--- src/rtl/ram_scan_reader_pkg.sv ---
// rtl/ram_scan_reader_pkg.sv - shared FSM encodings and default sizes for the RAM scan reader
package ram_scan_reader_pkg;

    localparam int DEF_ADDR_W = 14;
    localparam int DEF_DATA_W = 16;
    localparam logic [1:0] FIFO_DEPTH = 2'd2;

    typedef enum logic [1:0] {
        ST_IDLE  = 2'd0,
        ST_READ  = 2'd1,
        ST_DRAIN = 2'd2,
        ST_FIN   = 2'd3
    } scan_state_t;

endpackage

--- src/rtl/ram_scan_reader_word_fifo2.sv ---
// rtl/ram_scan_reader_word_fifo2.sv - two-entry word FIFO catching RAM read data
module word_fifo2
    import ram_scan_reader_pkg::*;
#(
    parameter int DATA_W = DEF_DATA_W
) (
    input  logic              clk,
    input  logic              rst_n,
    input  logic              push,
    input  logic [DATA_W-1:0] wr_data,
    input  logic              pop,
    output logic [DATA_W-1:0] rd_data,
    output logic              full,
    output logic              empty,
    output logic [1:0]        count
);

    logic [DATA_W-1:0] r_mem [2];
    logic              r_wr_ptr;
    logic              r_rd_ptr;
    logic [1:0]        r_count;
    logic              w_push;
    logic              w_pop;

    // A push into a full FIFO is legal when the head leaves in the same cycle.
    assign w_pop  = pop && (r_count != 2'd0);
    assign w_push = push && ((r_count != FIFO_DEPTH) || w_pop);

    always_ff @(posedge clk or negedge rst_n) begin
        if (!rst_n) begin
            r_mem[0] <= '0;
            r_mem[1] <= '0;
            r_wr_ptr <= 1'b0;
            r_rd_ptr <= 1'b0;
            r_count  <= 2'd0;
        end else begin
            if (w_push) begin
                r_mem[r_wr_ptr] <= wr_data;
                r_wr_ptr        <= ~r_wr_ptr;
            end
            if (w_pop) begin
                r_rd_ptr <= ~r_rd_ptr;
            end
            case ({w_push, w_pop})
                2'b10:   r_count <= r_count + 2'd1;
                2'b01:   r_count <= r_count - 2'd1;
                default: r_count <= r_count;
            endcase
        end
    end

    assign rd_data = r_mem[r_rd_ptr];
    assign full    = (r_count == FIFO_DEPTH);
    assign empty   = (r_count == 2'd0);
    assign count   = r_count;

endmodule

--- src/rtl/ram_scan_reader.sv ---
// rtl/ram_scan_reader.sv - streams COUNT consecutive RAM words out on a valid/ready port
// Optional running checksum output enabled by RAM_SCAN_READER_CHECKSUM_EN.
module ram_scan_reader
    import ram_scan_reader_pkg::*;
#(
    parameter int ADDR_W = DEF_ADDR_W,
    parameter int DATA_W = DEF_DATA_W
) (
    input  logic              clk,
    input  logic              rst_n,
    input  logic              start,
    input  logic [ADDR_W-1:0] start_addr,
    input  logic [ADDR_W:0]   count,
    output logic              busy,
    output logic              done,
    output logic [ADDR_W-1:0] mem_addr,
    output logic              mem_rd,
    input  logic [DATA_W-1:0] mem_rdata,
    output logic [DATA_W-1:0] out_data,
    output logic              out_valid,
`ifdef RAM_SCAN_READER_CHECKSUM_EN
    output logic [DATA_W-1:0] checksum,
`endif
    input  logic              out_ready
);

    localparam logic [ADDR_W:0] LEFT_ONE = (ADDR_W+1)'(1);

    scan_state_t       r_state;
    scan_state_t       w_next;
    logic [ADDR_W-1:0] r_addr;
    logic [ADDR_W:0]   r_rd_left;
    logic [ADDR_W:0]   r_out_left;
    logic              r_inflight;
    logic              w_accept;
    logic              w_rd;
    logic              w_pop;
    logic              w_room;
    logic [1:0]        w_level;
    logic [1:0]        w_fifo_cnt;
    logic              w_fifo_full;
    logic              w_fifo_empty;
    logic [DATA_W-1:0] w_head;

    word_fifo2 #(.DATA_W(DATA_W)) u_fifo (
        .clk     (clk),
        .rst_n   (rst_n),
        .push    (r_inflight),
        .wr_data (mem_rdata),
        .pop     (w_pop),
        .rd_data (w_head),
        .full    (w_fifo_full),
        .empty   (w_fifo_empty),
        .count   (w_fifo_cnt)
    );

    assign w_accept = (r_state == ST_IDLE) && start;
    assign w_pop    = !w_fifo_empty && out_ready;
    // Slots committed after this edge: buffered + in flight - leaving now; never exceeds two.
    assign w_level  = w_fifo_cnt + {1'b0, r_inflight} - {1'b0, w_pop};
    assign w_room   = (w_level < FIFO_DEPTH) && !(w_fifo_full && !w_pop);

    always_comb begin
        w_next    = r_state;
        w_rd      = 1'b0;
        busy      = (r_state != ST_IDLE);
        done      = (r_state == ST_FIN);
        mem_addr  = r_addr;
        out_valid = !w_fifo_empty;
        out_data  = w_head;
        case (r_state)
            ST_IDLE: begin
                // An empty scan passes through DRAIN so done lands two cycles after start.
                if (start) w_next = (count == '0) ? ST_DRAIN : ST_READ;
            end
            ST_READ: begin
                w_rd = w_room;
                if (w_room && (r_rd_left == LEFT_ONE)) w_next = ST_DRAIN;
            end
            ST_DRAIN: begin
                if ((r_out_left == '0) || (w_pop && (r_out_left == LEFT_ONE))) w_next = ST_FIN;
            end
            ST_FIN: begin
                w_next = ST_IDLE;
            end
            default: begin
                w_next = ST_IDLE;
            end
        endcase
        mem_rd = w_rd;
    end

    always_ff @(posedge clk or negedge rst_n) begin
        if (!rst_n) begin
            r_state    <= ST_IDLE;
            r_addr     <= '0;
            r_rd_left  <= '0;
            r_out_left <= '0;
            r_inflight <= 1'b0;
        end else begin
            r_state    <= w_next;
            r_inflight <= w_rd;
            if (w_accept) begin
                r_addr     <= start_addr;
                r_rd_left  <= count;
                r_out_left <= count;
            end else begin
                if (w_rd) begin
                    r_addr    <= r_addr + 1'b1;
                    r_rd_left <= r_rd_left - 1'b1;
                end
                if (w_pop) begin
                    r_out_left <= r_out_left - 1'b1;
                end
            end
        end
    end

`ifdef RAM_SCAN_READER_CHECKSUM_EN
    logic [DATA_W-1:0] r_sum;

    always_ff @(posedge clk or negedge rst_n) begin
        if (!rst_n) begin
            r_sum <= '0;
        end else if (w_accept) begin
            r_sum <= '0;
        end else if (w_pop) begin
            r_sum <= r_sum + w_head;
        end
    end

    assign checksum = r_sum;
`endif

endmodule

--- config.mk ---
export PLATFORM = sky130hd
export DESIGN_NAME = ram_scan_reader
export DESIGN_NICKNAME = d
export VERILOG_FILES = /design/src/rtl/ram_scan_reader_pkg.sv /design/src/rtl/ram_scan_reader_word_fifo2.sv /design/src/rtl/ram_scan_reader.sv
export SDC_FILE = /design/constraint.sdc
export NUM_CORES = 1
export LEC_CHECK = 0
export CORE_MARGIN = 3
export CORE_UTILIZATION = 56
export CTS_CLUSTER_DIAMETER = 100
export CTS_CLUSTER_SIZE = 30
export DETAILED_ROUTE_END_ITERATION = 7
export PLACE_DENSITY_LB_ADDON = 0.3
export SYNTH_ARGS = -nofsm -noshare
export SYNTH_HDL_FRONTEND = slang
export SYNTH_SLANG_ARGS = --single-unit
--- constraint.sdc ---
create_clock -name clk -period 10.9 [get_ports clk]
set_input_delay 3.27 -clock clk [delete_from_list [all_inputs] [get_ports clk]]
set_output_delay 3.27 -clock clk [all_outputs]
set_load 0.02 [all_outputs]
== Word level (Yosys, flattened, before mapping) ==
Cells that the tools add are included.
W data, S select, Z words.
Word-level totals
  output and inout port bits: 34
  word-level logic and storage cells: 80
  flip-flop bits (word level): 83
Cells by class
  order comparisons: 4
  bitwise logic cells: 4
  eq/ne operators: 12
  $add $sub $neg: 7
  reduce and logical (&&, ||, !) cells: 24
  muxes and demuxes: 19
Operators by type and width (number)
  $mux W16: 4
  $mux W15: 4
  $bwmux W32: 1
  $eq A15 B1 Y1 const B: 2
  $logic_not A15 Y1: 2
  $sub A15 B1 Y15 const B: 2
  $mux W14: 2
  $demux W16 S1: 1
  $add A14 B1 Y14 const B: 1
  $reduce_bool A2 Y1: 5
  $logic_and A1 B1 Y1: 9
  $eq A2 B2 Y1 const B: 4
  $mux W2: 4
  $ne A2 B2 Y1 const B: 4
  $pmux W2 S4: 1
  $eq A2 B1 Y1 const B: 2
  $ge A2 B2 Y1 const B: 2
  $logic_not A2 Y1: 2
  $not A1 Y2: 2
  $pmux W2 S2: 1
  $logic_not A1 Y1: 3
  $reduce_and A3 Y1: 1
  $add A2 B1 Y2: 1
  $add A2 B1 Y2 const B: 1
  7 further kinds: 9

== Longest topological paths before layout ==
Gate-level depths: netlist of the first run.
  depth in word-level cells: 10
  depth in mapped cells: 11

== By module ==
A second synthesis of the first run with hierarchy kept.
Unflattened totals
  cell total of the unflattened synthesis: 408
  area total of the unflattened synthesis: 4449.3 um^2
Modules (own cells, without submodules)
  ram_scan_reader: times used 1, cells each 297, area each 2747.6 um^2
  word_fifo2: times used 1, cells each 111, area each 1701.6 um^2

== Worst setup path before layout of the first run ==
OpenSTA, ideal clock, no wires.
  path type: input-to-output
  start: input out_ready
  end: output mem_rd
  data required time: 7630 ps
  slack: 2611 ps
  data arrival time: 5019 ps
  cell stages on the path: 8
  path through: o21ai_1 -> inv_2 -> ha_1 -> nand2b_1 -> xnor2_1 -> mux2i_4 -> and2_1 -> buf_2
Between the ends
  word-level cells in the longest chain between the ends: 6
  elaborated cells between the ends (all ways): 8
RTL lines
  start: declaration: RTL line ram_scan_reader.sv:24  | input logic out_ready
  $logic_and A1 B1 Y1 *: RTL line ram_scan_reader.sv:58  | assign w_pop = !w_fifo_empty && out_ready;
  parallel branches: the longest is 3 deep, another holds $sub A2 B1 Y2
  $logic_and A1 B1 Y1 *: RTL line ram_scan_reader.sv:61  | assign w_room = (w_level < FIFO_DEPTH) && !(w_fifo_full && !w_pop);
  $mux W1 *: RTL line ram_scan_reader.sv:71  | case (r_state)
  end: declaration: RTL line ram_scan_reader.sv:17  | output logic mem_rd,
Every way passes the cells marked *.

== Worst setup path in the final report of the first run ==
Same ends and word-level chain as after synthesis.

==> qor.yml, run 1 <==
status: "finished, final reports clean"
design.core.area_mm2: 0.00737
worstSetupEndpointType: "primary output"
cap_violations: 0
synth_nets: 464
startpoint: "out_ready"
reg2reg_to: "r_state[1]"
grt_max_degree: 84
drc: 0
ctsHoldBuffers: 0
hp-class: "reg -> reg"
max_freq_ghz: 0.102
dr.pass1.iters: 5
clkTransAtPathRegs_ns: 0.08
ioPinCount: 83
ys_top_cells_by_area: "dfrtp_1 48%, mux2_2 13%, xor2_1 5.5%"
wire_per_inst_um: 16.9
yosys.area.top_type_share_pct: 48.1
clock_latency_ns: 0.35
routed_wl_mm: 9.89
finalHoldViolCount: 0
cp-start-kind: "input port"
peakVddDrop_v: 0.000131
die_height_um: 93.8
syn_avg_cell_area_um2: 10.7
yosysTopAreaCell: "dfrtp_1"
cts_buffer_depth: 2
power.density_mw_per_mm2: 264
yosys_warnings: 0
fin_crit_sh_pct: 89.6
place.gp.congestion: 0.782
cts.sinks: 83
post-place-ws_ns: 1.14
maxSlewViolCount: 0
crit_fanout: 27
synth_cell_types: 43
area_delta_synth_final_pct: 25.6
grt_pass1_wl_mm: 16.3
fin_nets: 542
die_w_um: 93.8
cts-resized-gates: 0
layout_setup_ws_ns: 1.13
start_util_pct: 58.6
vias: 3288
tns_ns: 0
grt_overflow_total: 0
htree_num_levels: 3
yosys_register_bits: 83
yosysSeqAreaShare_pct: 48.1
antenna_found_initial: 0
drt.antenna.violating_nets: 0
cts_tree: "done"
required_ns: 7.63
grt_setup_unrepaired: "false"
cts_made_buffers: 9
layout_min_cycle_time_ns: 9.77
endpoint: "mem_rd"
fin_worst_skew_ns: 0.00932
rr_startpoint: "u_fifo.count[1]"
grt_pass1_vias: 3366
whs_ns: 0.507
syn_area_mm2: 0.00432
setup_viol: 0
rr_worst_depth: 10
worstMarginPinSlew_ns: 1.02
arrival_ns: 6.50
hpwl_mm: 6.74
synth_cells: 403
port_buffers: 82
grtUsageTotal_pct: 23.5
drtIter0Drc: 160
cts_setup_buffers: 0
diodes: 0
drive_above_1_share_pct: 16.7
slew-limit-headroom_pct: 31.7
rows: 31
detail_route.vias_per_cell: 5.62
fin_area_mm2: 0.00543
fin_util_pct: 73.6
r2r_slack_ns: 7.66
p_leak_uw: 0.00216
path_class: "in -> out"
dpl_cell_area_mm2: 0.00521
root_buffer: "clkbuf_8"
dieArea_mm2: 0.00880
[cell usage in the layout, fill, tap and decap left out, types with 2 or more instances in the layout]
master / netlist / layout
a21oi_1: 29 / 29
mux2i_1: 2 / 2
dfrtp_1: 83 / 83
nand4_1: 12 / 12
xor2_1: 27 / 27
xnor2_1: 16 / 16
nor2_1: 32 / 32
clkdlybuf4s50_1: 0 / 81
buf_4: 0 / 5
nand2_1: 23 / 23
nor4_2: 4 / 4
nand3_1: 13 / 13
clkbuf_8: 0 / 9
nand3b_1: 2 / 2
o21ai_0: 9 / 9
and3_1: 8 / 8
inv_1: 12 / 12
mux2_2: 48 / 48
o21ai_1: 9 / 9
a31oi_1: 4 / 4
nand2b_1: 4 / 4
nor4_1: 5 / 5
nand4b_1: 2 / 2
and2_1: 4 / 4
and4_1: 2 / 2
nor3_1: 6 / 6
ha_1: 12 / 12
clkinvlp_4: 0 / 2
bufinv_16: 0 / 2
[how the worst min path moves through the flow]
stage	start	endpoint	slack, ns	cells past startpoint
final	u_fifo.r_mem[12]	u_fifo.r_mem[12]	0.51	1
after global routing	u_fifo.r_mem[12]	u_fifo.r_mem[12]	0.52	1
after CTS	u_fifo.r_mem[12]	u_fifo.r_mem[12]	0.51	1
after detailed placement	u_fifo.r_mem[12]	u_fifo.r_mem[12]	0.49	1
after global placement	u_fifo.r_mem[13]	u_fifo.r_mem[13]	0.48	1
after floorplan	u_fifo.r_wr_ptr	u_fifo.r_wr_ptr	0.47	1
[sequential cells by signal, summed over array words and instances, names as in the netlist]
register / count
u_fifo.r_mem: 32
r_out_left: 15
r_rd_left: 15
mem_addr: 14
r_state: 2
u_fifo.count: 2
r_inflight: 1
u_fifo.r_rd_ptr: 1
u_fifo.r_wr_ptr: 1
[synth_stat cells (all sizes together)]
library cell,number
or4,2
nand2b,4
or2,1
a21oi,29
nor3b,1
nor4,9
clkbuf,9
inv,13
nor3,7
o41ai,1
ha,12
and2,4
a311oi,1
nand2,23
nand3b,2
mux2,49
nor2,33
nand3,14
o31ai,1
nor4b,2
and3,8
o21ai,18
nand4b,2
buf,10
a31oi,4
a211o,1
xor2,27
xnor2,16
nand4,12
mux2i,3
and4,2
dfrtp,83
[area by class of cell]
cell class	count	area [µm²]
Multi-Input combinational cell	288	2110
Sequential cell	83	2080
Fill cell	543	1940
Timing Repair Buffer	86	848
Clock buffer	10	128
Tap cell	99	124
Clock inverter	6	88.8
Inverter	13	48.8
[per-layer routing]
metal / up-vias / GRT usage, % / share of wire, %
met5: - / 0 / 0
met4: 0 / 8.30 / 2.0
met3: 15 / 4.65 / 4.9
met2: 106 / 39.4 / 50
met1: 1607 / 30.3 / 43
li1: 1560 / - / -
[cells by family (layout without fill, tap and decap cells)]
logic type | count (synthesis) | in the layout | share of synthesized area, %
and+or+nand+nor | 126 | 126 | 16.1
AOI/OAI and AO/OA | 55 | 55 | 6.81
DFF | 83 | 83 | 48.1
xor gates and xnor gates | 43 | 43 | 8.72
adders and majority gates | 12 | 12 | 3.48
buffers and inverters | 32 | 115 | 3.01
muxes | 52 | 52 | 13.8
[stage by stage]
step	cells	total power, µW
6_report	585	1430
5_1_grt	585	1520
4_1_cts	585	1440
3_5_place_dp	569	1190
3_3_place_gp	569	1160
2_1_floorplan	403	957
[critical path: stages]
cell,delay (ns)
clkdlybuf4s50_1,0.45
o21ai_1,0.27
inv_2,0.15
ha_1,0.32
nand2b_1,0.16
xnor2_1,0.28
mux2i_4,0.27
buf_4,0.30
and2_1,0.36
clkdlybuf4s50_1,0.67
[where the power goes]
| part | internal (µW) | switching (µW) | total (µW) |
|---|---|---|---|
| Sequential | 426 | 110 | 536 |
| Combinational | 350 | 303 | 654 |
| Clock | 130 | 113 | 242 |
| Total | 906 | 526 | 1430 |
Note: power is estimated with default switching activity, not from simulation.
==> run 2: changes to the inputs <==
- clock period: 10.9 -> 12.3 ns (I/O delays scaled with it)
==> run 2 against run 1 <==
Effect of this change: hold slack got worse by 0.00098 ns; total power shrank 13%; die area did not move; core utilization shrank 0.27 points; design area is 0.37% lower; largest power group unchanged; combinational power is 12% lower; sequential share of layout area up 0.14 points; wire length fell by 2.9%; flip-flop and latch count is the same.
==> qor.yml, run 2 (synthesized netlist as in run 1, its figures left out) <==
status: "finished, final reports clean"  # unchanged
required_ns: 8.61  # was 7.63 ns
fin_crit_sh_pct: 86.0
grt_pass1_vias: 3319  # was 3366
cts_tree: "done"  # unchanged
fin_worst_skew_ns: 0.00961  # was 0.00932 ns
startpoint: "out_ready"  # unchanged
rows: 31  # unchanged
fin_nets: 541  # was 542
slowest_stage: "clkdlybuf4s50_1"  # unchanged
grt_overflow_total: 0  # unchanged
clkTransAtPathRegs_ns: 0.08  # about the same
dr.pass1.iters: 5  # unchanged
start_util_pct: 58.6  # unchanged
power.density_mw_per_mm2: 231  # was 264 mW/mm²
die_w_um: 93.8  # unchanged
vias: 3281  # was 3288
cp-start-kind: "input port"  # unchanged
tns_ns: 0  # unchanged
reg_top3: "u_fifo.r_mem x32, r_out_left x15, r_rd_left x15"  # unchanged
crit_chain: "clkdlybuf4s50_1 -> o21ai_1 -> inv_2 -> ha_1 -> nand2b_1 -> xnor2_1 -> mux2i_4 -> buf_4 -> and2_1 -> clkdlybuf4s50_1"  # unchanged
cts_made_buffers: 9  # unchanged
peakVddDrop_v: 0.0000987  # was 0.000131 V
grtUsageTotal_pct: 22.9  # was 23.5%
area_delta_synth_final_pct: 25.2  # was 25.6%
root_buffer: "clkbuf_8"  # unchanged
layout_min_cycle_time_ns: 10.58
arrival_ns: 6.89  # was 6.50 ns
routed_wl_mm: 9.61  # was 9.89 mm
drc: 0  # unchanged
cp_top_family: "buffers and inverters"  # unchanged
largest_register: "u_fifo.r_mem"  # unchanged
wire_per_inst_um: 16.4  # was 16.9 µm
diodes: 0  # unchanged
grt_pass1_wl_mm: 16.1  # was 16.3 mm
drive_above_1_share_pct: 16.5  # was 16.7%
ctsHoldBuffers: 0  # unchanged
dieArea_mm2: 0.00880  # unchanged
maxSlewViolCount: 0  # unchanged
ioPinCount: 83  # unchanged
slew-limit-headroom_pct: 31.3  # was 31.7%
port_buffers: 82  # unchanged
p_leak_uw: 0.00216  # about the same
place.gp.congestion: 0.811  # was 0.782
clock_latency_ns: 0.34  # was 0.35 ns
design.core.area_mm2: 0.00737  # unchanged
cts.sinks: 83  # unchanged
grt_setup_unrepaired: "false"  # unchanged
htree_num_levels: 3  # unchanged
worstMarginPinSlew_ns: 1.03  # was 1.02 ns
cts_setup_buffers: 0  # unchanged
worstSetupEndpointType: "primary output"  # unchanged
path_class: "in -> out"  # unchanged
final_cell_mix: "83 x dfrtp_1, 81 x clkdlybuf4s50_1, 48 x mux2_2"  # unchanged
cpPeakStageDelay_ns: 0.67  # about the same
drtIter0Drc: 162  # was 160
cap_violations: 0  # unchanged
die_height_um: 93.8  # unchanged
path_common_cell: "clkdlybuf4s50_1"  # unchanged
cts-resized-gates: 0  # unchanged
max_freq_ghz: 0.0945
final_common_cell: "dfrtp_1"  # unchanged
crit_fanout: 27  # unchanged
hpwl_mm: 6.74  # about the same
largest_reg_flops: 32  # unchanged
min_from: "u_fifo.r_wr_ptr"  # was u_fifo.r_mem[12]
crit_buf_inv: 4  # unchanged
drt.antenna.violating_nets: 0  # unchanged
rr_startpoint: "u_fifo.count[0]"  # was u_fifo.count[1]
finalHoldViolCount: 0  # unchanged
antenna_found_initial: 0  # unchanged
setup_viol: 0  # unchanged
detail_route.vias_per_cell: 5.62  # about the same
cts_buffer_depth: 2  # unchanged
hp-class: "reg -> reg"  # unchanged
grt_max_degree: 84  # unchanged
total_power_uw: 1250  # was 1430 µW
run 2: where the power goes:
part	switching (µW)	internal [µW]	total (µW)
Sequential	93.4	378	471
Combinational	265	310	575
Clock	95.1	105	200
run 2: cell type report:
| class | count | area [µm²] |
|---|---|---|
| Tap cell | 99 | 124 |
| Sequential cell | 83 | 2080 |
| Inverter | 13 | 48.8 |
| Clock inverter | 4 | 48.8 |
| Timing Repair Buffer | 85 | 841 |
| Clock buffer | 12 | 155 |
| Multi-Input combinational cell | 288 | 2110 |
| Fill cell | 530 | 1960 |
run 2: through the flow:
step / hold WS [ns] / setup slack, ns / utilization, % / instance area [µm²] / std cells
2_1_floorplan: 0.469 / 3.17 / - / 4320 / 403
3_3_place_gp: 0.480 / 1.81 / 70.6 / 5200 / 568
3_5_place_dp: 0.490 / 1.70 / 70.6 / 5200 / 568
4_1_cts: 0.510 / 1.71 / 73.3 / 5410 / 584
5_1_grt: 0.517 / 1.53 / 73.3 / 5410 / 584
6_report: 0.506 / 1.72 / 73.3 / 5410 / 584
run 2: layer usage:
| layer | GRT usage, % | share of wire, % |
|---|---|---|
| met5 | 0 | 0 |
| met1 | 30.1 | 43 |
| met2 | 38.9 | 50 |
| met3 | 3.85 | 5.2 |
| met4 | 6.50 | 1.8 |
run 2: worst paths after layout:
check                                    to  slack (ns)  cells after the start
max in group asynchronous    r_out_left[11]        8.12                      1
max reg2reg                   r_rd_left[12]        9.09                     10
min in group asynchronous  u_fifo.r_mem[15]        3.53                      1
min reg2reg                 u_fifo.r_wr_ptr        0.51                      1
min                         u_fifo.r_wr_ptr        0.51                      1
max                                  mem_rd        1.72                     10
==> run 3: changes to the inputs <==
- PLACE_DENSITY: not set -> 0.85
- PLACE_DENSITY_LB_ADDON: 0.3 -> not set
==> run 3 against run 2 <==
Effect of this change: critical path type unchanged; sequential share of layout area up 0.18 points; critical endpoint unchanged; largest power group unchanged; die area unchanged; sequential power is essentially flat.
==> qor.yml, run 3 (synthesized netlist as in run 1, its figures left out) <==
final_cell_mix: "83 x dfrtp_1, 81 x clkdlybuf4s50_1, 48 x mux2_2"  # unchanged
grt_setup_unrepaired: "false"  # unchanged
cp-start-kind: "input port"  # unchanged
p_leak_uw: 0.00213  # was 0.00216 µW
fin_nets: 541  # unchanged
path_class: "in -> out"  # unchanged
dieArea_mm2: 0.00880  # unchanged
port_buffers: 82  # unchanged
detail_route.vias_per_cell: 5.66  # was 5.62
maxSlewViolCount: 0  # unchanged
slowest_stage: "clkdlybuf4s50_1"  # unchanged
fin_area_mm2: 0.00538  # was 0.00541 mm²
cp.depth: 10  # unchanged
drc: 0  # unchanged
rows: 31  # unchanged
cts.sinks: 83  # unchanged
crit_fanout: 27  # unchanged
rr_worst_depth: 10  # unchanged
vias: 3307  # was 3281
worstSetupEndpointType: "primary output"  # unchanged
cts_made_buffers: 9  # unchanged
cp_top_family: "buffers and inverters"  # unchanged
dpl_cell_area_mm2: 0.00520  # unchanged
layout_min_cycle_time_ns: 10.56  # was 10.58 ns
cap_violations: 0  # unchanged
antenna_found_initial: 0  # unchanged
area_delta_synth_final_pct: 24.6  # was 25.2%
clkTransAtPathRegs_ns: 0.08  # about the same
clock_latency_ns: 0.35  # was 0.34 ns
grt_overflow_total: 0  # unchanged
fin_crit_sh_pct: 85.9  # was 86.0%
power.density_mw_per_mm2: 228  # was 231 mW/mm²
grt_pass1_wl_mm: 16.2  # was 16.1 mm
finalHoldViolCount: 0  # unchanged
crit_buf_inv: 4  # unchanged
diodes: 0  # unchanged
grtUsageTotal_pct: 23.2  # was 22.9%
cts_tree: "done"  # unchanged
grt_max_degree: 84  # unchanged
routed_wl_mm: 9.59  # was 9.61 mm
status: "finished, final reports clean"  # unchanged
drt.antenna.violating_nets: 0  # unchanged
reg_top3: "u_fifo.r_mem x32, r_out_left x15, r_rd_left x15"  # unchanged
grt_pass1_vias: 3413  # was 3319
root_buffer: "clkbuf_8"  # unchanged
arrival_ns: 6.87  # was 6.89 ns
largest_register: "u_fifo.r_mem"  # unchanged
cts-resized-gates: 0  # unchanged
ctsHoldBuffers: 0  # unchanged
required_ns: 8.61  # about the same
die_height_um: 93.8  # unchanged
total_power_uw: 1230  # was 1250 µW
drive_above_1_share_pct: 16.7  # was 16.5%
hp-class: "reg -> reg"  # unchanged
setup_viol: 0  # unchanged
place.gp.congestion: 0.809  # was 0.811
cpPeakStageDelay_ns: 0.69  # was 0.67 ns
tns_ns: 0  # unchanged
die_w_um: 93.8  # unchanged
wire_per_inst_um: 16.4  # about the same
fin_worst_skew_ns: 0.0102  # was 0.00961 ns
max_freq_ghz: 0.0947  # was 0.0945 GHz
drtIter0Drc: 179  # was 162
largest_reg_flops: 32  # unchanged
worstMarginPinSlew_ns: 1.02  # was 1.03 ns
cts_setup_buffers: 0  # unchanged
peakVddDrop_v: 0.000105  # was 0.0000987 V
path_common_cell: "clkdlybuf4s50_1"  # unchanged
hpwl_mm: 6.76  # was 6.74 mm
design.core.area_mm2: 0.00737  # unchanged
slew-limit-headroom_pct: 32.2  # was 31.3%
start_util_pct: 58.6  # unchanged
dr.pass1.iters: 4  # was 5
cts_buffer_depth: 2  # unchanged
htree_num_levels: 3  # unchanged
ioPinCount: 83  # unchanged
holdPathStages: 1  # unchanged
crit_chain: "clkdlybuf4s50_1 -> o21ai_1 -> inv_2 -> ha_1 -> nand2b_1 -> xnor2_1 -> mux2i_4 -> buf_4 -> and2_1 -> clkdlybuf4s50_1"  # unchanged
final_common_cell: "dfrtp_1"  # unchanged
## run 3: final cells by class
cell class | instances | area [µm²]
inverters | 13 | 48.8
multi-input cells | 288 | 2110
clock inverters | 6 | 41.3
flip-flops and latches | 83 | 2080
well taps | 99 | 124
repair buffers | 85 | 841
clock buffers | 10 | 138
fillers | 535 | 1990
## run 3: where the power goes
group          internal, µW  leakage, µW  switching, µW
sequential              378     0.000958           95.8
clock                  78.3    0.0000843           97.6
combinational           310      0.00109            268
## run 3: stage by stage
step / worst slack (ns) / hold slack (ns) / std cells / utilization [%]
2_1_floorplan: 3.17 / 0.469 / 403 / -
3_3_place_gp: 1.80 / 0.481 / 568 / 70.6
3_5_place_dp: 1.75 / 0.489 / 568 / 70.6
4_1_cts: 1.74 / 0.510 / 584 / 73.0
5_1_grt: 1.53 / 0.522 / 584 / 73.0
6_report: 1.74 / 0.505 / 584 / 73.0
## run 3: routing by layer
metal / vias to the layer above / part of all wire, % / global-route usage (%)
met5: - / 0 / 0
met4: 0 / 2.2 / 9.15
met3: 16 / 5.0 / 3.85
met2: 99 / 49 / 38.8
met1: 1625 / 44 / 30.1
li1: 1567 / - / -
## run 3: path summary, 6_finish.rpt
kind | endpoint | slack [ns] | from
max in group asynchronous | r_rd_left[14] | 8.14 | rst_n
worst min register to register | u_fifo.r_mem[25] | 0.50 | u_fifo.r_mem[25]
worst max register to register | r_state[1] | 9.11 | u_fifo.count[1]
worst max-delay path | mem_rd | 1.74 | out_ready
worst min-delay path | u_fifo.r_mem[25] | 0.50 | u_fifo.r_mem[25]
min in group asynchronous | u_fifo.r_mem[3] | 3.51 | rst_n
